`src/rtl/sync_ctrl_if.sv`:
```
// Handshake bundle between the argmax datapath and the timing-sync controller.
// master drives the enable, sample and argmax strobes; slave is the controller.
interface sync_ctrl_if;
    logic       sync_en;
    logic       sample_valid;
    logic       argmax_valid;
    logic [7:0] theta_in;
    logic       argmax_clr;
    logic       locked;
    logic [7:0] theta_lock;
    logic       sym_start;
    logic [1:0] state_o;

    modport master (
        output sync_en, sample_valid, argmax_valid, theta_in,
        input  argmax_clr, locked, theta_lock, sym_start, state_o
    );

    modport slave (
        input  sync_en, sample_valid, argmax_valid, theta_in,
        output argmax_clr, locked, theta_lock, sym_start, state_o
    );
endinterface

```
`src/rtl/sync_ctrl.sv`:
```
// CP timing acquisition/tracking controller: confirms a stable argmax index, tracks it
// while locked, restarts the argmax datapath on (re)acquisition and emits symbol strobes.
module sync_ctrl #(
    parameter int unsigned N        = 256,
    parameter int unsigned L        = 16,
    parameter int unsigned CONFIRM  = 3,
    parameter int unsigned TOL      = 2,
    parameter int unsigned MISS_MAX = 2
) (
    input logic       clk,
    input logic       rst,
    sync_ctrl_if.slave bus
);
    localparam int unsigned WuW    = $clog2(N + L);
    localparam int unsigned PosW   = $clog2(N);
    localparam int unsigned MatchW = $clog2(CONFIRM + 1);
    localparam int unsigned MissW  = $clog2(MISS_MAX + 1);

    typedef enum logic [1:0] {
        StIdle   = 2'd0,
        StAcq    = 2'd1,
        StVerify = 2'd2,
        StLocked = 2'd3
    } state_e;

    state_e            state_q, state_d;
    logic [7:0]        theta_ref_q, theta_ref_d;
    logic [7:0]        theta_lock_q, theta_lock_d;
    logic [MatchW-1:0] match_cnt_q, match_cnt_d;
    logic [MissW-1:0]  miss_cnt_q, miss_cnt_d;
    logic              clr_q, clr_d;
    logic [WuW-1:0]    wu_cnt_q, wu_cnt_d;
    logic [PosW-1:0]   wpos_q, wpos_d;
    logic              wu_done_q, wu_done_d;
    logic              sym_start_q, sym_start_d;

    logic [7:0] ref_sel;
    logic [7:0] diff;
    logic       is_match;

    // In LOCKED the reference is the tracked index, otherwise the candidate under test.
    always_comb begin
        ref_sel  = (state_q == StLocked) ? theta_lock_q : theta_ref_q;
        diff     = bus.theta_in - ref_sel;
        is_match = (32'(diff) <= TOL) || (32'(diff) >= N - TOL);
    end

    // Sample position counters shadow the argmax datapath's own warm-up and window.
    always_comb begin
        wu_cnt_d    = wu_cnt_q;
        wpos_d      = wpos_q;
        wu_done_d   = wu_done_q;
        sym_start_d = (state_q == StLocked) && wu_done_q && bus.sample_valid &&
                      (32'(wpos_q) == 32'(theta_lock_q));
        if (clr_q) begin
            wu_cnt_d  = '0;
            wpos_d    = '0;
            wu_done_d = 1'b0;
        end else if (bus.sample_valid) begin
            if (!wu_done_q) begin
                if (32'(wu_cnt_q) == N + L - 1) wu_done_d = 1'b1;
                else                             wu_cnt_d  = wu_cnt_q + 1'b1;
            end else begin
                wpos_d = (32'(wpos_q) == N - 1) ? '0 : wpos_q + 1'b1;
            end
        end
    end

    always_comb begin
        state_d      = state_q;
        theta_ref_d  = theta_ref_q;
        theta_lock_d = theta_lock_q;
        match_cnt_d  = match_cnt_q;
        miss_cnt_d   = miss_cnt_q;
        clr_d        = 1'b0;
        if (!bus.sync_en) begin
            state_d     = StIdle;
            match_cnt_d = '0;
            miss_cnt_d  = '0;
        end else begin
            unique case (state_q)
                StIdle: begin
                    state_d = StAcq;
                    clr_d   = 1'b1;
                end
                StAcq: begin
                    if (bus.argmax_valid) begin
                        theta_ref_d = bus.theta_in;
                        match_cnt_d = MatchW'(1);
                        state_d     = StVerify;
                    end
                end
                StVerify: begin
                    if (bus.argmax_valid) begin
                        if (is_match) begin
                            match_cnt_d = match_cnt_q + 1'b1;
                            if (32'(match_cnt_q) + 32'd1 == CONFIRM) begin
                                state_d      = StLocked;
                                theta_lock_d = theta_ref_q;
                                miss_cnt_d   = '0;
                            end
                        end else begin
                            theta_ref_d = bus.theta_in;
                            match_cnt_d = MatchW'(1);
                        end
                    end
                end
                StLocked: begin
                    if (bus.argmax_valid) begin
                        if (is_match) begin
                            theta_lock_d = bus.theta_in;
                            miss_cnt_d   = '0;
                        end else begin
                            miss_cnt_d = miss_cnt_q + 1'b1;
                            if (32'(miss_cnt_q) + 32'd1 == MISS_MAX) begin
                                state_d = StAcq;
                                clr_d   = 1'b1;
                            end
                        end
                    end
                end
                default: state_d = StIdle;
            endcase
        end
    end

    always_ff @(posedge clk or posedge rst) begin
        if (rst) begin
            state_q      <= StIdle;
            theta_ref_q  <= '0;
            theta_lock_q <= '0;
            match_cnt_q  <= '0;
            miss_cnt_q   <= '0;
            clr_q        <= 1'b0;
            wu_cnt_q     <= '0;
            wpos_q       <= '0;
            wu_done_q    <= 1'b0;
            sym_start_q  <= 1'b0;
        end else begin
            state_q      <= state_d;
            theta_ref_q  <= theta_ref_d;
            theta_lock_q <= theta_lock_d;
            match_cnt_q  <= match_cnt_d;
            miss_cnt_q   <= miss_cnt_d;
            clr_q        <= clr_d;
            wu_cnt_q     <= wu_cnt_d;
            wpos_q       <= wpos_d;
            wu_done_q    <= wu_done_d;
            sym_start_q  <= sym_start_d;
        end
    end

    assign bus.argmax_clr = clr_q;
    assign bus.locked     = (state_q == StLocked);
    assign bus.theta_lock = theta_lock_q;
    assign bus.sym_start  = sym_start_q;
    assign bus.state_o    = state_q;
endmodule
```
`src/flat_wrapper.sv`:
```
// flat-port wrapper written by rule: the top's interface ports become plain ports
module sync_ctrl_flat 
#(
    parameter int unsigned N        = 256,
    parameter int unsigned L        = 16,
    parameter int unsigned CONFIRM  = 3,
    parameter int unsigned TOL      = 2,
    parameter int unsigned MISS_MAX = 2
)
  (clk, rst, bus_sync_en, bus_sample_valid, bus_argmax_valid, bus_theta_in, bus_argmax_clr, bus_locked, bus_theta_lock, bus_sym_start, bus_state_o);
  sync_ctrl_if bus_i ();
  input logic clk;
  input logic rst;
  input wire logic [$bits(bus_i.sync_en)-1:0] bus_sync_en;
  input wire logic [$bits(bus_i.sample_valid)-1:0] bus_sample_valid;
  input wire logic [$bits(bus_i.argmax_valid)-1:0] bus_argmax_valid;
  input wire logic [$bits(bus_i.theta_in)-1:0] bus_theta_in;
  output wire logic [$bits(bus_i.argmax_clr)-1:0] bus_argmax_clr;
  output wire logic [$bits(bus_i.locked)-1:0] bus_locked;
  output wire logic [$bits(bus_i.theta_lock)-1:0] bus_theta_lock;
  output wire logic [$bits(bus_i.sym_start)-1:0] bus_sym_start;
  output wire logic [$bits(bus_i.state_o)-1:0] bus_state_o;
  assign bus_i.sync_en = bus_sync_en;
  assign bus_i.sample_valid = bus_sample_valid;
  assign bus_i.argmax_valid = bus_argmax_valid;
  assign bus_i.theta_in = bus_theta_in;
  assign bus_argmax_clr = bus_i.argmax_clr;
  assign bus_locked = bus_i.locked;
  assign bus_theta_lock = bus_i.theta_lock;
  assign bus_sym_start = bus_i.sym_start;
  assign bus_state_o = bus_i.state_o;
  sync_ctrl #(.N(N), .L(L), .CONFIRM(CONFIRM), .TOL(TOL), .MISS_MAX(MISS_MAX)) u_core (.clk(clk), .rst(rst), .bus(bus_i));
endmodule
```
`config.mk`:
```
export PLATFORM = sky130hd
export DESIGN_NAME = sync_ctrl_flat
export DESIGN_NICKNAME = d
export VERILOG_FILES = /design/src/rtl/sync_ctrl_if.sv /design/src/rtl/sync_ctrl.sv /design/src/flat_wrapper.sv
export SDC_FILE = /design/constraint.sdc
export NUM_CORES = 1
export LEC_CHECK = 0
export BUFFER_PORTS_ARGS = -buffer_cell sky130_fd_sc_hd__buf_2
export CORE_MARGIN = 3
export CORE_UTILIZATION = 35
export DETAILED_ROUTE_END_ITERATION = 16
export REMOVE_ABC_BUFFERS = 1
export SLEW_MARGIN = 0
export SYNTH_ARGS = -nofsm -noshare
export SYNTH_HDL_FRONTEND = slang
export SYNTH_SLANG_ARGS = --single-unit
```
`constraint.sdc`:
```
create_clock -name clk -period 8.9 [get_ports clk]
set_input_delay 1.335 -clock clk [delete_from_list [all_inputs] [get_ports clk]]
set_output_delay 1.335 -clock clk [all_outputs]
set_load 0.01 [all_outputs]
```
==> results of run 1 <==
==> state kept, by name, summed over array words and instances, names as in the netlist <==
register / flops
u_core.wpos_q: 8
u_core.bus.argmax_clr: 1
u_core.bus.state_o: 2
u_core.miss_cnt_q: 2
u_core.theta_ref_q: 8
u_core.match_cnt_q: 2
u_core.bus.theta_lock: 8
u_core.wu_done_q: 1
u_core.wu_cnt_q: 9
u_core.bus.sym_start: 1
==> final timing paths <==
check                                           start                        to  cells after the start
worst min register to register  u_core.theta_ref_q[1]     u_core.theta_ref_q[1]                      1
worst min-delay path            u_core.theta_ref_q[1]     u_core.theta_ref_q[1]                      1
worst max-delay path                  bus_theta_in[0]  u_core.bus.theta_lock[0]                     12
min in group asynchronous                         rst     u_core.bus.state_o[1]                      3
worst max register to register  u_core.bus.state_o[1]  u_core.bus.theta_lock[0]                     14
max in group asynchronous                         rst  u_core.bus.theta_lock[1]                      3
==> area by class of cell <==
cell class                      instances  area [um2]  share of cell area
Tap cell                               99         124              0.0403
Timing Repair Buffer                   27         140              0.0456
Multi-Input combinational cell        214        1600               0.520
Sequential cell                        42        1050               0.342
Clock buffer                            5        68.8              0.0224
Inverter                               13        48.8              0.0159
Clock inverter                          3        40.0              0.0130
==> critical path, stage by stage <==
cell	delay [ps]
buf_2	100
inv_1	60
ha_1	200
fa_1	410
nor2b_1	180
o22ai_1	120
xnor2_1	150
or3_1	350
or4_1	580
and2_4	260
a211oi_4	380
mux2_2	390
==> per-layer routing <==
metal	vias up	part of all wire
met3	7	0.040
li1	1026	-
met1	1009	0.47
met4	0	0.013
met5	-	0
met2	38	0.48
==> placed cells by master, fill, tap and decap left out, drive strengths merged, types with 2 or more instances in the layout <==
cell type and instances:
or2 4, a21o 3, o21a 2, o21ai 5
a311oi 2, nand2 23, and2 3, o22ai 2
o31ai 3, a211oi 2, ha 16, nand2b 2
xnor2 10, xor2 16, a31o 2, nor4 2
nor3 4, mux2 22, clkinv 3, or4 3
clkbuf 5, a21oi 6, nor2 25, and3 8
inv 12, mux2i 8, a211o 2, buf 27
nand3 11, and4 4, nor2b 6, nand4 4
a21boi 2, dfrtp 42
==> report_power, final <==
part	internal, mW	switching [mW]
clock	0.0826	0.0679
combinational	0.187	0.198
sequential	0.237	0.0523
total	0.507	0.318
==> logic make-up after synthesis <==
kind of cell | count (synthesis) | synth area share
AOI/OAI and AO/OA | 38 | 0.107
xor gates and xnor gates | 26 | 0.0833
adders and majority gates | 17 | 0.0806
buffers and inverters | 20 | 0.0307
DFF | 42 | 0.385
muxes | 30 | 0.120
and+or+nand+nor | 103 | 0.194
==> metrics by stage <==
step | instances | hold slack (ps) | worst slack [ps]
after CTS | 403 | 521 | 4560
after floorplan | 269 | 482 | 4600
after global placement | 395 | 490 | 4360
after global routing | 403 | 536 | 4260
after detailed placement | 395 | 502 | 4260
final | 403 | 517 | 4570
==> results.yml, run 1 <==
clock_network:
  clk_pin_slew_ps: 80
  htree_levels: 2
  postCtsSetupRepairBufs: 0
  clockRootBuffer: "clkbuf_8"
  ctsResizeCount: 0
  cts_max_path_buffers: 2
  numCtsBuffers: 5
  clkLatencyLatePin_ps: 300
  cts_tree: "yes"
  hold_buffers: 0
  clock_sinks: 42
route:
  ant_nets: 0
  vias: 2080
  routed_wl_mm: 5.60
  drtPass1Iterations: 4
  drc: 0
  drt_iter0_markers: 83
  viasPerCell: 5.16
  wl_per_cell_um: 13.9
timing:
  tns_ps: 0
  rsz0062_at_grt: "no"
  max_freq_mhz: 231
  final-hold-violation-count: 0
  finalSetupViolCount: 0
  fin_crit_sh: 0.486
  slew_headroom: 0.394
  fin_skew_ps: 6.17
  slew_violations: 0
  worstMarginPinSlew_ps: 903
  layout_min_cycle_time_ps: 4330
power_and_ir_drop:
  ir_worst_vdd_uv: 84.2
  pwr_density_cell_mw_per_mm2: 269
  leakagePower_nw: 1.45
  p_total_mw: 0.825
status:
  status: "finished, final reports clean"
synth:
  postSynthAreaPerCell_um2: 9.90
  ys_ff_latch: 42
  yosysMostFrequentCell: "dfrtp_1"
  async_reset_ff_frac: 1.00
  synth_edf_count: 0
  netlist_area_mm2: 0.00273
  syn_inst: 276
  synth.distinct_cells: 51
  yosysTopAreaCellShare: 0.385
  ys_seq_area_frac: 0.385
  synth-main-ff-cell: "dfrtp_1"
  ys.warnings.count: 0
  ys_top_cells_by_area: "dfrtp_1 38%, mux2_2 9.1%, ha_1 7.3%"
  yosysTopAreaCell: "dfrtp_1"
  ys_top_cells_by_count: "42 x dfrtp_1, 25 x nor2_1, 23 x nand2_1"
floorplanning:
  fp.dieArea_mm2: 0.00890
  die_y_um: 94.4
  die_w_um: 94.4
  initial_core_util: 0.369
  core-area_mm2: 0.00741
  rows: 31
  ios: 26
finish:
  utilization: 0.414
  final_layout_size_suffix_gt1_frac: 0.214
  fillCellCount: 728
  final_area_mm2: 0.00307
  layout.nets: 333
  diodes: 0
  syn_to_final_growth_pct: 12.4
critical_path:
  crit_path_start_kind: "input pin"
  critPathCaptureType: "register"
  critical_path_required_ps: 9080
  path_class: "in2reg"
  crit_fanout: 10
  r2r_slack_ps: 4620
  critPathArrivalTime_ps: 4510
global_route:
  antenna_found_initial: 0
  use_met1: 0.182
  top_usage_layer: "met2"
  grt_max_degree: 43
  grt_pass1_wl_mm: 9.46
  grt_overflow: 0
  grt_util_met3: 0.0295
  grtUsageTotal: 0.135
  grt_pass1_vias: 1973
  use_met2: 0.219
placed_design:
  hpwl_mm: 4.13
  placed_cell_area_mm2: 0.00296
  place_congestion: 0.800
  io_buffers: 25
run:
  cap_violations: 0
hold_path:
  hold_path_class: "reg2reg"
Note: power is estimated with default switching activity, not from simulation.
==> run 2: changes to the inputs <==
Clock period 8.9 ns to 3.46 ns, I/O delays scaled along.
==> results.yml, run 2 (synthesized netlist as in run 1, its figures left out) <==
status:
  status: "complete, but fails checks"
  violations: "setup timing"
timing:
  rsz0062_at_grt: "yes"
  layout_min_cycle_time_ps: 3500
  worstMarginPinSlew_ps: 684
  slew_headroom: 0.541
  finalSetupViolCount: 13
  max_freq_mhz: 285
  fin_crit_sh: 1.01
  setup_slack_ps: -43.1
  slew_violations: 0
  final-hold-violation-count: 0
  fin_skew_ps: 4.80
finish:
  syn_to_final_growth_pct: 22.9
  largest_reg_flops: 9
  regMostFlops: "u_core.wu_cnt_q"
  diodes: 0
  final_layout_size_suffix_gt1_frac: 0.310
  final_area_mm2: 0.00336
  layout_common_cells: "42 x dfrtp_1, 25 x nor2_1, 25 x buf_2"
  final_common_cell: "dfrtp_1"
  layout.nets: 355
clock_network:
  clk_pin_slew_ps: 80
  cts_tree: "yes"
  htree_levels: 2
  cts_max_path_buffers: 2
  numCtsBuffers: 5
  clkLatencyLatePin_ps: 290
  hold_buffers: 0
  clockRootBuffer: "clkbuf_8"
  clock_sinks: 42
hold_path:
  hold_path_class: "in2async"
placed_design:
  hpwl_mm: 4.47
  placed_cell_area_mm2: 0.00313
  io_buffers: 25
  place_congestion: 0.882
  pre_cts_ws_ps: -214
critical_path:
  critPathArrivalTime_ps: 3680
  r2r_slack_ps: -40
  crit_fanout: 8
  critical_path_required_ps: 3630
  r2r_end: "u_core.bus.theta_lock[1]"
  rr_worst_depth: 13
  critPathCaptureType: "register"
  crit_path_start_kind: "register"
  path_class: "reg2reg"
  r2r_start: "u_core.bus.state_o[1]"
route:
  wl_per_cell_um: 14.3
  ant_nets: 0
  viasPerCell: 5.09
  routed_wl_mm: 6.06
  drc: 0
  drtPass1Iterations: 4
  drt_iter0_markers: 84
  vias: 2162
global_route:
  use_met1: 0.216
  grt_pass1_vias: 2109
  grt_overflow: 0
  top_usage_layer: "met2"
  grt_pass1_wl_mm: 10.5
  antenna_found_initial: 0
  grt_util_met3: 0.0207
  grtUsageTotal: 0.147
  grt_max_degree: 25
  use_met2: 0.228
floorplanning:
  core-area_mm2: 0.00741
  ios: 26
  fp.dieArea_mm2: 0.00890
  rows: 31
  die_y_um: 94.4
  die_w_um: 94.4
  initial_core_util: 0.369
power_and_ir_drop:
  sw_frac_of_total: 0.373
  power_frac_clock: 0.158
  p_switching_mw: 0.890
  pwr_density_cell_mw_per_mm2: 711
  pwr-share-comb: 0.525
  ir_worst_vdd_uv: 226
  p_total_mw: 2.39
  leakagePower_nw: 1.58
  power_frac_seq: 0.316
  internal_power_mw: 1.50
run:
  cap_violations: 0
## run 2: cell count changes in the layout (fill, tap and decap cells not counted), sizes merged
cell and delta:
buf +22, clkbuf +2, clkinv -2
## run 2: worst max-delay path by stage
stage                          start                        to  slack [ps]  depth (start not counted)
4_1_cts        u_core.bus.state_o[0]  u_core.bus.theta_lock[1]         -20                         13
3_3_place_gp   u_core.bus.state_o[0]     u_core.bus.state_o[1]        -140                         14
2_1_floorplan  u_core.bus.state_o[0]  u_core.bus.theta_lock[0]        -840                         13
3_5_place_dp   u_core.bus.state_o[1]  u_core.bus.theta_lock[7]        -210                         14
6_report       u_core.bus.state_o[1]  u_core.bus.theta_lock[1]         -40                         13
5_1_grt        u_core.bus.state_o[1]  u_core.bus.theta_lock[0]        -150                         15
## run 2: final cells by class
cell class	instances	area, um2
Fill cell	732	4050
Clock inverter	1	30.0
Clock buffer	7	76.3
Sequential cell	42	1050
Timing Repair Buffer	49	342
Inverter	13	48.8
Tap cell	99	124
Multi-Input combinational cell	214	1690
## run 2: timing repair
item	4_1_cts	5_1_grt
setup endpoints to repair	20	20
gates resized for setup	12	12
pin swaps	0	4
setup buffers	1	2
## run 2: power by group through the flow
stage / logic [mW] / registers [mW] / clock network [mW]
CTS: 1.18 / 0.753 / 0.391
finish: 1.25 / 0.755 / 0.378
detailed placement: 1.13 / 0.750 / 0
global placement: 1.12 / 0.747 / 0
global route: 1.41 / 0.778 / 0.410
floorplan: 0.776 / 0.732 / 0
## run 2: critical path, cell delays in order (launching register included)
cell and delay [ps]:
dfrtp_1 410, ha_4 210, buf_6 120, mux2i_1 110, ha_1 340, or2_1 240
o31a_1 130, xor2_1 160, or3_1 360, or4_4 430, and2_4 190, a211oi_4 190
buf_12 160, mux2_2 330
## run 2: per-layer routing
layer / share of wire / wire, um
met5: 0 / 0
met4: 0.0099 / 60
met3: 0.032 / 194
met2: 0.47 / 2860
met1: 0.49 / 2950
## run 2: metrics by stage
stage          setup TNS (ps)  hold slack, ps  std cells   util
3_5_place_dp            -3200             514        414  0.422
4_1_cts                  -139             254        423  0.445
6_report                 -268             235        425  0.453
3_3_place_gp            -1850             506        414  0.422
2_1_floorplan          -13730             482        269      -
5_1_grt                 -2280             280        425  0.453
==> run 3: changes to the inputs <==
Settings changed: CORE_UTILIZATION 35 to 45, PLACE_DENSITY set to 0.66.
==> results.yml, run 3 (synthesized netlist as in run 1, its figures left out) <==
timing:
  fin_crit_sh: 1.00
  slew_headroom: 0.348
  worstMarginPinSlew_ps: 977
  layout_min_cycle_time_ps: 3470
  final-hold-violation-count: 0
  max_freq_mhz: 288
  tns_ps: -27.4
  fin_skew_ps: 1.87
  setup_slack_ps: -10.2
  slew_violations: 0
  finalSetupViolCount: 7
  rsz0062_at_grt: "yes"
critical_path:
  critical_path_required_ps: 3640
  critPathCaptureType: "register"
  critPathArrivalTime_ps: 3650
  crit_path_start_kind: "register"
  crit_fanout: 9
  path_class: "reg2reg"
route:
  drtPass1Iterations: 4
  ant_nets: 0
  drc: 0
  wl_per_cell_um: 14.8
  vias: 2181
  drt_iter0_markers: 106
  viasPerCell: 5.48
  routed_wl_mm: 5.90
placed_design:
  io_buffers: 25
  hpwl_mm: 4.45
  dp.cells: 386
  place_congestion: 0.879
finish:
  regMostFlops: "u_core.wu_cnt_q"
  layout_common_cells: "42 x dfrtp_1, 25 x nor2_1, 25 x buf_2"
  diodes: 0
  final_layout_size_suffix_gt1_frac: 0.301
  syn_to_final_growth_pct: 21.7
  layout.nets: 355
  fillCellCount: 481
  finalNonFillerCells: 398
  final_common_cell: "dfrtp_1"
  largest_reg_flops: 9
global_route:
  grt_max_degree: 27
  grt_pass1_wl_mm: 10.3
  grt_pass1_vias: 2146
  grtUsageTotal: 0.177
  antenna_found_initial: 0
  grt_overflow: 0
floorplanning:
  fp.dieArea_mm2: 0.00704
  rows: 27
  die_y_um: 83.9
  die_w_um: 83.9
  initial_core_util: 0.481
  core-area_mm2: 0.00568
  ios: 26
clock_network:
  hold_buffers: 0
  cts_max_path_buffers: 2
  htree_levels: 2
  clk_pin_slew_ps: 80
  numCtsBuffers: 5
  clock_sinks: 42
  clockRootBuffer: "clkbuf_8"
  cts_tree: "yes"
  clkLatencyLatePin_ps: 300
power_and_ir_drop:
  leakagePower_nw: 1.59
  pwr_density_cell_mw_per_mm2: 702
  ir_worst_vdd_uv: 319
  p_total_mw: 2.33
status:
  status: "complete, but fails checks"
  violations: "setup timing"
hold_path:
  hold_path_class: "in2async"
run:
  cap_violations: 0
## run 3: path summary, 6_finish.rpt
check / start / endpoint / slack, ps / cells after the start
worst min-delay path: rst / u_core.wu_cnt_q[6] / 440 / 2
worst max register to register: u_core.bus.state_o[0] / u_core.bus.state_o[1] / -10 / 13
worst min register to register: u_core.theta_ref_q[3] / u_core.theta_ref_q[3] / 540 / 1
worst max-delay path: u_core.bus.state_o[0] / u_core.bus.state_o[1] / -10 / 13
min in group clk: bus_theta_in[6] / u_core.theta_ref_q[6] / 500 / 2
max in group asynchronous: rst / u_core.theta_ref_q[6] / 2320 / 3
## run 3: final cells by class
type | count | area, um2 | share of cell area
clock buffers | 5 | 68.8 | 0.0207
clock inverters | 3 | 40.0 | 0.0120
flip-flops and latches | 42 | 1050 | 0.316
multi-input cells | 214 | 1690 | 0.507
repair buffers | 49 | 342 | 0.103
well taps | 72 | 90.1 | 0.0271
inverters | 13 | 48.8 | 0.0147
## run 3: layer usage
metal	part of all wire	vias up	GRT usage
met2	0.47	35	0.279
met4	0.0083	0	0.0322
met3	0.032	6	0.0434
met5	0	-	0
met1	0.49	1058	0.249
li1	-	1082	-
## run 3: timing repair
action,in CTS,in global routing
resized for setup,16,9
setup buffers,2,2
pin swaps,1,5
setup endpoints to repair,21,20
endpoints found under the hold margin,0,0
## run 3: report_power, final
part	switching [mW]	internal, mW	leakage, nW
clock	0.177	0.213	0.0579
sequential	0.143	0.611	0.558
combinational	0.562	0.628	0.977
## run 3: per-stage QoR
step	util	worst slack (ps)	hold slack, ps	cell area [um2]
floorplan	-	-835	482	2700
global placement	0.544	-133	506	3090
detailed placement	0.544	-281	504	3090
CTS	0.578	-27.6	471	3280
global route	0.586	-127	484	3330
finish	0.586	-10.2	436	3330
## run 3: critical path: stages (launching register included)
cell and delay, ps:
dfrtp_1 410, ha_4 200, buf_6 120, mux2i_1 110, ha_1 350, or2_1 240
o31a_1 130, xor2_1 160, or3_1 360, or4_4 430, buf_6 150, a21o_1 190
and4_1 180, o41a_1 310
